<file path="src/rtl/ins_prefetch_pkg.sv">
// ins_prefetch_pkg
// Purpose: declarations shared by the instruction prefetch unit and its
//   two-entry buffer: the data word width, the buffer depth, the fetch FSM
//   state encoding and the {pc, word} buffer entry type.
// Ports: none (package).
package ins_prefetch_pkg;

  localparam int WORD_W     = 16;
  localparam int FIFO_DEPTH = 2;

  // IDLE: no read outstanding. WAIT: read outstanding, data will be kept.
  // DROP: read outstanding, data will be thrown away (flushed by jump/excp).
  typedef enum logic [1:0] {
    ST_IDLE = 2'd0,
    ST_WAIT = 2'd1,
    ST_DROP = 2'd2
  } fetch_state_t;

  typedef struct packed {
    logic [WORD_W-1:0] pc;
    logic [WORD_W-1:0] word;
  } fifo_entry_t;

endpackage

</file>
<file path="src/rtl/ins_fifo2.sv">
// ins_fifo2
// Purpose: two-entry {pc, word} buffer with synchronous flush and
//   simultaneous push/pop. Empty slots read as zero.
// Ports:
//   clk, rst         clock, asynchronous active-high reset
//   i_flush          discard all entries (dominates push/pop)
//   i_push           write i_push_entry (caller guarantees room after pop)
//   i_push_entry     {pc, word} to write
//   i_pop            remove head entry (ignored when empty)
//   o_count          number of valid entries (0..2)
//   o_head           head entry, zero when empty
//   o_next_word      word of second entry, zero when fewer than two entries
module ins_fifo2
  import ins_prefetch_pkg::*;
(
  input  logic              clk,
  input  logic              rst,
  input  logic              i_flush,
  input  logic              i_push,
  input  fifo_entry_t       i_push_entry,
  input  logic              i_pop,
  output logic [1:0]        o_count,
  output fifo_entry_t       o_head,
  output logic [WORD_W-1:0] o_next_word
);

  fifo_entry_t r_head;
  fifo_entry_t r_second;
  logic [1:0]  r_count;
  logic        w_pop;

  assign w_pop = i_pop && (r_count != 2'd0);

  // Entries shift toward the head on a pop; a push lands in the first slot
  // that is free once this cycle's pop has been accounted for.
  always_ff @(posedge clk or posedge rst) begin
    if (rst) begin
      r_head   <= '0;
      r_second <= '0;
      r_count  <= 2'd0;
    end else if (i_flush) begin
      r_count <= 2'd0;
    end else begin
      case ({i_push, w_pop})
        2'b01: begin
          r_head  <= r_second;
          r_count <= r_count - 2'd1;
        end
        2'b10: begin
          if (r_count == 2'd0) r_head   <= i_push_entry;
          else                 r_second <= i_push_entry;
          r_count <= r_count + 2'd1;
        end
        2'b11: begin
          if (r_count == 2'd1) begin
            r_head <= i_push_entry;
          end else begin
            r_head   <= r_second;
            r_second <= i_push_entry;
          end
        end
        default: ;
      endcase
    end
  end

  assign o_count     = r_count;
  assign o_head      = (r_count != 2'd0) ? r_head : '0;
  assign o_next_word = (r_count == 2'd2) ? r_second.word : '0;

endmodule

</file>
<file path="src/rtl/ins_prefetch.sv">
// ins_prefetch
// Purpose: instruction prefetcher. Keeps a two-entry buffer of fetched
//   instructions filled from a single-outstanding-request memory port,
//   handles jump redirects and exception entry (with saved return PC).
// Ports:
//   clk, rst                   clock, asynchronous active-high reset
//   o_mem_req, o_mem_addr      memory read request / address
//   i_mem_ack, i_mem_data      read data valid / instruction word
//   i_take                     consumer pops the head instruction
//   o_ins_valid, o_ins, o_ins_pc, o_ins_next   buffered instruction view
//   i_jump, i_jump_addr        redirect fetch
//   i_excp                     exception entry (wins over jump)
//   o_save_excp, o_saved_pc    one-cycle entry pulse / captured return PC
module ins_prefetch
  import ins_prefetch_pkg::*;
#(
  parameter logic [15:0] RESET_PC = 16'h0000,
  parameter logic [15:0] EXCP_VEC = 16'h0010
) (
  input  logic              clk,
  input  logic              rst,
  output logic              o_mem_req,
  output logic [WORD_W-1:0] o_mem_addr,
  input  logic              i_mem_ack,
  input  logic [WORD_W-1:0] i_mem_data,
  input  logic              i_take,
  output logic              o_ins_valid,
  output logic [WORD_W-1:0] o_ins,
  output logic [WORD_W-1:0] o_ins_next,
  output logic [WORD_W-1:0] o_ins_pc,
  input  logic              i_jump,
  input  logic [WORD_W-1:0] i_jump_addr,
  input  logic              i_excp,
  output logic              o_save_excp,
  output logic [WORD_W-1:0] o_saved_pc
);

  localparam logic [1:0] DEPTH_CNT = 2'(FIFO_DEPTH);

  fetch_state_t      r_state;
  fetch_state_t      w_next_state;
  logic [WORD_W-1:0] r_fetch_pc;
  logic [WORD_W-1:0] w_fetch_pc_next;
  logic [WORD_W-1:0] r_mem_addr;
  logic              r_save_excp;
  logic [WORD_W-1:0] r_saved_pc;
  logic              w_issue;
  logic              w_flush;
  logic              w_pop;
  logic              w_push;
  logic [1:0]        w_count;
  logic [1:0]        w_occ_after_take;
  fifo_entry_t       w_head;
  fifo_entry_t       w_push_entry;
  logic [WORD_W-1:0] w_next_word;

  // A flush (jump or exception) swallows a same-cycle take and any ack.
  assign w_flush          = i_excp | i_jump;
  assign w_pop            = i_take && (w_count != 2'd0) && !w_flush;
  assign w_push           = (r_state == ST_WAIT) && i_mem_ack && !w_flush;
  assign w_occ_after_take = w_count - {1'b0, w_pop};
  assign w_push_entry     = '{pc: r_fetch_pc, word: i_mem_data};

  ins_fifo2 u_fifo (
    .clk          (clk),
    .rst          (rst),
    .i_flush      (w_flush),
    .i_push       (w_push),
    .i_push_entry (w_push_entry),
    .i_pop        (w_pop),
    .o_count      (w_count),
    .o_head       (w_head),
    .o_next_word  (w_next_word)
  );

  // In WAIT, r_fetch_pc is the address of the outstanding read. Whenever a
  // request is issued its address equals the next fetch_pc, so one value
  // feeds both the fetch pointer and the memory address register.
  always_comb begin
    w_next_state    = r_state;
    w_fetch_pc_next = r_fetch_pc;
    w_issue         = 1'b0;
    if (w_flush) begin
      w_fetch_pc_next = i_excp ? EXCP_VEC : i_jump_addr;
      w_next_state    = ((r_state != ST_IDLE) && !i_mem_ack) ? ST_DROP : ST_IDLE;
    end else begin
      case (r_state)
        ST_IDLE: begin
          if (w_occ_after_take < DEPTH_CNT) begin
            w_issue      = 1'b1;
            w_next_state = ST_WAIT;
          end
        end
        ST_WAIT: begin
          if (i_mem_ack) begin
            w_fetch_pc_next = r_fetch_pc + 16'd1;
            if ((w_occ_after_take + 2'd1) < DEPTH_CNT) begin
              w_issue      = 1'b1;
              w_next_state = ST_WAIT;
            end else begin
              w_next_state = ST_IDLE;
            end
          end
        end
        ST_DROP: begin
          if (i_mem_ack) w_next_state = ST_IDLE;
        end
        default: w_next_state = ST_IDLE;
      endcase
    end
  end

  always_ff @(posedge clk or posedge rst) begin
    if (rst) begin
      r_state    <= ST_IDLE;
      r_fetch_pc <= RESET_PC;
      r_mem_addr <= '0;
    end else begin
      r_state    <= w_next_state;
      r_fetch_pc <= w_fetch_pc_next;
      if (w_issue) r_mem_addr <= w_fetch_pc_next;
    end
  end

  // Return address is the oldest unexecuted instruction if one is buffered,
  // otherwise the address the prefetcher would fetch next.
  always_ff @(posedge clk or posedge rst) begin
    if (rst) begin
      r_save_excp <= 1'b0;
      r_saved_pc  <= '0;
    end else begin
      r_save_excp <= i_excp;
      if (i_excp) r_saved_pc <= (w_count != 2'd0) ? w_head.pc : r_fetch_pc;
    end
  end

  assign o_mem_req   = (r_state != ST_IDLE);
  assign o_mem_addr  = r_mem_addr;
  assign o_ins_valid = (w_count != 2'd0);
  assign o_ins       = w_head.word;
  assign o_ins_pc    = w_head.pc;
  assign o_ins_next  = w_next_word;
  assign o_save_excp = r_save_excp;
  assign o_saved_pc  = r_saved_pc;

endmodule

</file>
<file path="config.mk">
export PLATFORM = sky130hd
export DESIGN_NAME = ins_prefetch
export DESIGN_NICKNAME = d
export VERILOG_FILES = /design/src/rtl/ins_prefetch_pkg.sv /design/src/rtl/ins_fifo2.sv /design/src/rtl/ins_prefetch.sv
export SDC_FILE = /design/constraint.sdc
export NUM_CORES = 1
export LEC_CHECK = 0
export BUFFER_PORTS_ARGS = -buffer_cell sky130_fd_sc_hd__buf_2
export CORE_UTILIZATION = 56
export CTS_CLUSTER_DIAMETER = 30
export CTS_CLUSTER_SIZE = 16
export DETAILED_ROUTE_END_ITERATION = 6
export GPL_TIMING_DRIVEN = 0
export PLACE_DENSITY = 0.8
export SETUP_SLACK_MARGIN = 0.15
export SLEW_MARGIN = 20
export SYNTH_ARGS = -nofsm -noshare
export SYNTH_HDL_FRONTEND = slang
export SYNTH_HIERARCHICAL = 1
export SYNTH_SLANG_ARGS = --single-unit
export TNS_END_PERCENT = 30
</file>
<file path="constraint.sdc">
create_clock -name clk -period 3.32 [get_ports clk]
set_input_delay 0.332 -clock clk [delete_from_list [all_inputs] [get_ports clk]]
set_output_delay 0.332 -clock clk [all_outputs]
set_load 0.1 [all_outputs]
</file>
==> results.toml, run 1 <==
[synthesis]
cell_area_synth_um2 = 6460
synth-edff-count = 0
post_synthesis_cell_count = 608
yosysWarnings = 6
count_of_different_cell_masters_after_synthesis = 59
yosys_register_bits = 117
synth_seq_area_share = 0.453
synth_ff_type = "dfrtp_1"
async_set_or_reset_register_ratio_after_synthesis = 1.00
post_synth.cell_area_avg_um2 = 10.6
postSynthNetCount = 653

[finish]
num-fill-cells = 787
antenna_cells_inserted = 0
multi_input_combinational_cell_area_um2 = 3280
final_nets = 794
sequential_cell_area_um2 = 2930
area.growth.synth_to_final_pct = 22.3
instances_no_fill = 902
layout-drive-gt1-share = 0.339

[detailed_routing]
routed_wire_length_per_instance_um = 19.3
post_drt_via_cell_ratio = 6.04
detail-route-antenna-nets = 0
drt_iter0_markers = 366
vias = 5451
route.detailed.drc = 1
finalWirelength_um = 17500
drtPass1Iterations = 7

[status]
run_status = "complete, but fails checks"
violations = "design-rule violations"

[setup_path]
cp_data_arrival_time_ns = 3.33
setup.worst_path.end_class = "flip-flop"
path_buf_inv = 1
cell_family_with_the_largest_share_of_critical_path_delay = "simple AND/OR/NAND/NOR gates"
slowest_delay_ns = 0.49
critical_path_peak_fanout = 10
cp_common_cell = "nor2_4"
critPathSlowestCell = "dfrtp_1"
critical_path_source_type = "flip-flop"
worst-setup-path-type = "reg -> reg"
worst-endpoint-required_ns = 3.61
rrSetupSlack_ns = 0.28
timing.critical_path.cells = "nor2_4 > buf_2 > nor3b_4 > ha_1 > nand3b_1 > mux2_4 > nor2_4 > mux2_2"

[global_routing]
gr-usage-met1 = 0.393
grt_start_max_net_pins = 55
first_global_vias = 5361
grt_overflow_total = 0
wire_length_of_the_first_global_routing_pass_um = 27600
globalRoute.busiestLayer = "met2"
globalRouteMet3Util = 0.0605
grtUsageMet2 = 0.508
globalRouteTotalUtil = 0.306
antenna_violations_before_repair = 0

[clocking]
tritoncts.num_buffers = 17
insertion_delay_ns = 0.41
clkSinkCount = 117
worst_setup_hold_path_clk_slew_ns = 0.06
cts_buffer_depth = 2
clk_root_buffer_cell = "clkbuf_16"
htree_levels = 4
buffers_inserted_during_post_cts_setup_optimization = 0
cts_tree = "yes"

[power_and_ir_drop]
p_switching_mw = 1.41
pwr-share-clk = 0.414
p_sw_frac = 0.323
cell_internal_pwr_mw = 2.96
power_frac_seq = 0.386
total_power_mw = 4.37
vdd.ir_drop.worst_uv = 374
power_per_cell_area_nw_per_um2 = 552
pwr-share-comb = 0.200
static-leakage-power_nw = 3.78

[die]
initial_core_util = 0.586
coreArea_um2 = 11000
die_w_um = 109
chipHeight_um = 109
pin_count = 121
floorplan.die_area_um2 = 12000
number_of_rows_in_the_core_area = 38

[place]
detailed_place_hpwl_um = 12200
port_buf_inserts = 119
place_congestion = 0.901
post-place-cells = 869

[timing]
final.setup_skew_ns = 0.00765
finalMaxSlewViolations = 0
finalHoldViolations = 0
rsz_0062_raised_after_global_routing = "false"
finalHoldWorstSlack_ns = 0.0588
fin_crit_sh = 0.915
finalSetupViolations = 0
timing.max_slew.rel_slack = 0.502
finalWorstPathRequiredPeriod_ns = 3.04
worst_max_slew_pin_slew_ns = 0.746
clock.fmax_mhz = 329
setup_tns_ns = 0

[min_path]
hp-class = "in -> reg"

[run]
drv.max_cap_violation_count = 0
-- cell usage after synthesis (all sizes together), types with 3 or more instances --
| library cell | count | area [um^2] |
|---|---|---|
| a21oi | 51 | 267 |
| a221oi | 31 | 459 |
| and2 | 17 | 109 |
| buf | 23 | 155 |
| clkbuf | 19 | 73.8 |
| dfrtp | 117 | 2930 |
| ha | 7 | 87.6 |
| inv | 13 | 48.8 |
| mux2 | 44 | 499 |
| mux2i | 48 | 480 |
| nand2 | 6 | 22.5 |
| nand3 | 7 | 35.0 |
| nand3b | 3 | 22.5 |
| nand4 | 7 | 50.1 |
| nor2 | 95 | 367 |
| nor2b | 32 | 200 |
| nor3 | 11 | 55.1 |
| nor4 | 5 | 52.6 |
| o21a | 16 | 120 |
| o21ai | 17 | 85.1 |
| xnor2 | 5 | 43.8 |
| xor2 | 7 | 61.3 |
-- metrics by stage --
stage                     worst slack [ns]  area (um^2)  utilization
after detailed placement            -0.467         7290        0.661
after global routing                 0.161         7910        0.717
after CTS                            0.206         7900        0.716
after floorplan                      0.166         6460            -
after global placement              -0.397         7240        0.656
final                                0.282         7910        0.717
-- logic make-up after synthesis --
| kind of cell | synth area share |
|---|---|
| fa+ha+maj | 0.0135 |
| mux | 0.152 |
| compound gates | 0.167 |
| buf+inv | 0.0430 |
| simple gates | 0.156 |
| flops | 0.453 |
| xor+xnor | 0.0163 |
-- routing by layer --
layer	wire, um	up-vias	share of wire
li1	-	2460	-
met1	7260	2705	0.42
met2	8700	248	0.50
met3	1120	38	0.064
met4	376	0	0.022
met5	0	-	0
-- registers in the layout, indices dropped and copies added, names as in the netlist --
signal           flops
r_state              2
r_fetch_pc          16
u_fifo/r_head       32
o_mem_addr          16
o_saved_pc          16
u_fifo/o_count       2
o_save_excp          1
u_fifo/r_second     32
-- worst register-to-register path, delay by kind of cell (launching register included) --
family / cells / cell delay (ns)
flip-flops: 1 / 0.49
adder cells (fa/ha/maj): 1 / 0.34
multiplexers: 2 / 0.74
buffers and inverters: 1 / 0.38
AND/OR/NAND/NOR: 4 / 0.97
-- cells in the final DEF, fill, tap and decap left out, types with 3 or more instances in the layout --
| master | synthesis | final |
|---|---|---|
| a21oi_1 | 50 | 50 |
| inv_1 | 13 | 11 |
| a221oi_2 | 30 | 30 |
| buf_2 | 10 | 129 |
| clkbuf_2 | 2 | 3 |
| nor4_1 | 3 | 3 |
| o21ai_0 | 15 | 15 |
| xor2_1 | 7 | 7 |
| nand2_1 | 6 | 6 |
| nand3b_1 | 3 | 3 |
| xnor2_1 | 5 | 5 |
| mux2_1 | 7 | 7 |
| nor2_1 | 93 | 93 |
| buf_6 | 4 | 4 |
| ha_1 | 7 | 7 |
| nor2b_1 | 32 | 32 |
| mux2i_1 | 48 | 48 |
| and2_1 | 16 | 16 |
| o21a_1 | 16 | 16 |
| dfrtp_1 | 117 | 117 |
| clkbuf_1 | 17 | 18 |
| nand4_1 | 6 | 6 |
| nand3_1 | 7 | 7 |
| clkbuf_8 | 0 | 4 |
| clkinv_2 | 0 | 5 |
| mux2_2 | 36 | 36 |
| clkbuf_16 | 0 | 17 |
| nor3_1 | 11 | 11 |
| buf_4 | 7 | 7 |
-- final timing paths --
| check | startpoint | to | depth (start not counted) |
|---|---|---|---|
| worst max-delay path | u_fifo/o_count[1] | o_mem_addr[4] | 8 |
| worst max register to register | u_fifo/o_count[1] | o_mem_addr[4] | 8 |
| min in group asynchronous | rst | u_fifo/r_head[2] | 3 |
| worst min-delay path | i_excp | o_save_excp | 1 |
| max in group asynchronous | rst | o_mem_addr[5] | 4 |
| worst min register to register | o_mem_addr[14] | o_mem_addr[14] | 1 |
-- power by group through the flow --
stage / clock (mW) / combinational (mW) / sequential [mW]
2_1_floorplan: 0 / 0.284 / 2.08
3_3_place_gp: 0 / 0.835 / 1.69
3_5_place_dp: 0 / 0.864 / 1.70
4_1_cts: 1.82 / 0.871 / 1.68
5_1_grt: 1.89 / 0.915 / 1.70
6_report: 1.81 / 0.871 / 1.69
-- final cells by class --
type	count	area share
plain buffers	42	0.0291
clock buffers	23	0.0617
clock inverters	9	0.0127
inverters	13	0.00649
multi-input cells	436	0.414
flip-flops and latches	117	0.370
well taps	140	0.0221
repair buffers	122	0.0835
-- timing repair --
action | CTS | global route
hold buffers | 1 | 0
endpoints found under the setup margin | 16 | 9
endpoints found under the hold margin | 12 | 0
gates resized for setup | 2 | 3
pin swaps | 0 | 0
cloned | 0 | 0
Note: power is estimated with default switching activity, not from simulation.
==> inputs of run 2 (changes only) <==
--- a/config.mk
+++ b/config.mk
@@ -12,3 +12,2 @@
 export DETAILED_ROUTE_END_ITERATION = 6
-export GPL_TIMING_DRIVEN = 0
 export PLACE_DENSITY = 0.8
==> constraint.sdc (replaced) <==
create_clock -name clk -period 3.32 [get_ports clk]
set_input_delay 0.664 -clock clk [delete_from_list [all_inputs] [get_ports clk]]
set_output_delay 0.664 -clock clk [all_outputs]
set_load 0.1 [all_outputs]
==> run 2 against run 1 <==
Net effect: highest routed layer unchanged; final cell count decreased by 3.0%; count of clock-buffer cells in the layout shrank 4; clock power shrank 2%; the flow now finishes without violations; clock skew about the same; maximum frequency is 0.68% lower; flip-flop and latch count unchanged; die area is the same.
==> results.toml, run 2 (synthesis gave the netlist of run 1 again) <==
[finish]
layout_top_registers = "u_fifo/r_head: 32 flops, u_fifo/r_second: 32 flops"
finalInstanceArea_um2 = 7790
mostFrequentLayoutCell = "buf_2"
antenna_cells_inserted = 0
layout-drive-gt1-share = 0.346
final_nets = 767
area.growth.synth_to_final_pct = 20.5
layout.cells.most_common_list = "buf_2, dfrtp_1, nor2_1, a21oi_1, mux2i_1"

[die]
initial_core_util = 0.586
die_w_um = 109
floorplan.die_area_um2 = 12000
pin_count = 121
chipHeight_um = 109
coreArea_um2 = 11000
number_of_rows_in_the_core_area = 38

[timing]
final.setup_skew_ns = 0.00797
fin_crit_sh = 0.921
setup_tns_ns = 0
rsz_0062_raised_after_global_routing = "false"
worst_max_slew_pin_slew_ns = 0.880
finalWorstSetupSlack_ns = 0.261
finalWorstPathRequiredPeriod_ns = 3.06
finalMaxSlewViolations = 0
finalHoldViolations = 0
clock.fmax_mhz = 327
finalSetupViolations = 0
timing.max_slew.rel_slack = 0.413

[clocking]
clkSinkCount = 117
htree_levels = 4
worst_setup_hold_path_clk_slew_ns = 0.05
cts_buffer_depth = 2
insertion_delay_ns = 0.41
tritoncts.num_buffers = 17
cts-resized-gates = 0
post_cts_hold_buffer_count = 0
buffers_inserted_during_post_cts_setup_optimization = 0
cts_tree = "yes"
clk_root_buffer_cell = "clkbuf_16"

[power_and_ir_drop]
vdd.ir_drop.worst_uv = 340
static-leakage-power_nw = 3.69
power_per_cell_area_nw_per_um2 = 553

[detailed_routing]
drtPass1Iterations = 4
met3WireLength_um = 761
routed_wire_length_per_instance_um = 18.7
top_layer = "met4"
finalWirelength_um = 16300
drt_iter0_markers = 404
detail_route.wirelength.met1_um = 6900
route.detailed.drc = 0
detail-route-antenna-nets = 0
vias = 5273
post_drt_via_cell_ratio = 6.03
routed-wl-met2_um = 8320

[place]
detailed_place_hpwl_um = 10700
place_congestion = 0.873
port_buf_inserts = 120
dpl_worst_slack_ns = 0.345
dpl-instance-area_um2 = 7180

[global_routing]
antenna_violations_before_repair = 0
wire_length_of_the_first_global_routing_pass_um = 26200
grt_overflow_total = 0
grt_start_max_net_pins = 67
first_global_vias = 5257
globalRouteTotalUtil = 0.288

[setup_path]
critical_path_peak_fanout = 35
setup.worst_path.end_class = "output pin"
critical_path_source_type = "flip-flop"
worst-setup-path-type = "reg -> out"
worst-endpoint-required_ns = 2.66
cp_data_arrival_time_ns = 2.40

[status]
run_status = "complete, no violations"

[min_path]
hp-class = "in -> async"

[run]
drv.max_cap_violation_count = 0
==> run 2: changes by cell type in the layout (fill, tap and decap cells not counted), moves of 2 or more <==
cell / change
buf_2: -9
buf_1: -2
clkbuf_8: -3
buf_4: +7
buf_6: -4
buf_12: +2
clkinvlp_4: +4
clkbuf_2: -3
clkbuf_1: -17
==> run 2: cell type report <==
class                   instances  area (um^2)
multi-input cells             436         3290
fillers                       788         3240
flip-flops and latches        117         2930
repair buffers                137          773
clock buffers                  19          443
well taps                     140          175
clock inverters                13          134
inverters                      13         50.0
==> run 2: report_power, final <==
part           internal, mW  total (mW)  switching (mW)
clock network          1.12        1.77           0.655
registers              1.57        1.69           0.113
logic                 0.197       0.850           0.653
==> run 2: per-layer routing <==
metal / GRT usage / vias up
met5: 0 / -
met4: 0.116 / 0
met3: 0.0545 / 33
met2: 0.482 / 203
met1: 0.367 / 2638
li1: - / 2399
==> run 2: final timing paths <==
path / from / cells past startpoint / endpoint / slack, ns
worst max-delay path: u_fifo/o_count[1] / 5 / o_ins_pc[11] / 0.26
worst min-delay path: rst / 2 / o_saved_pc[14] / 0.42
worst min register to register: o_mem_addr[10] / 1 / o_mem_addr[10] / 0.50
worst max register to register: u_fifo/o_count[1] / 7 / o_mem_addr[14] / 0.70
max in group asynchronous: rst / 3 / u_fifo/r_head[27] / 2.24
min in group clk: o_mem_addr[10] / 1 / o_mem_addr[10] / 0.50
==> run 2: critical path, stage by stage, from the launching register on <==
cell and delay, ns:
dfrtp_1 0.51, inv_1 0.17, ha_1 0.23, buf_4 0.27
nor2b_1 0.31, buf_2 0.49
==> run 2: through the flow <==
| stage | instances | util | power, mW | hold slack, ns |
|---|---|---|---|---|
| floorplan | 608 | - | 2.37 | 0.480 |
| global placement | 842 | 0.651 | 2.53 | 0.469 |
| detailed placement | 842 | 0.651 | 2.55 | 0.474 |
| CTS | 874 | 0.704 | 4.32 | 0.499 |
| global route | 875 | 0.706 | 4.45 | 0.499 |
| finish | 875 | 0.706 | 4.31 | 0.418 |
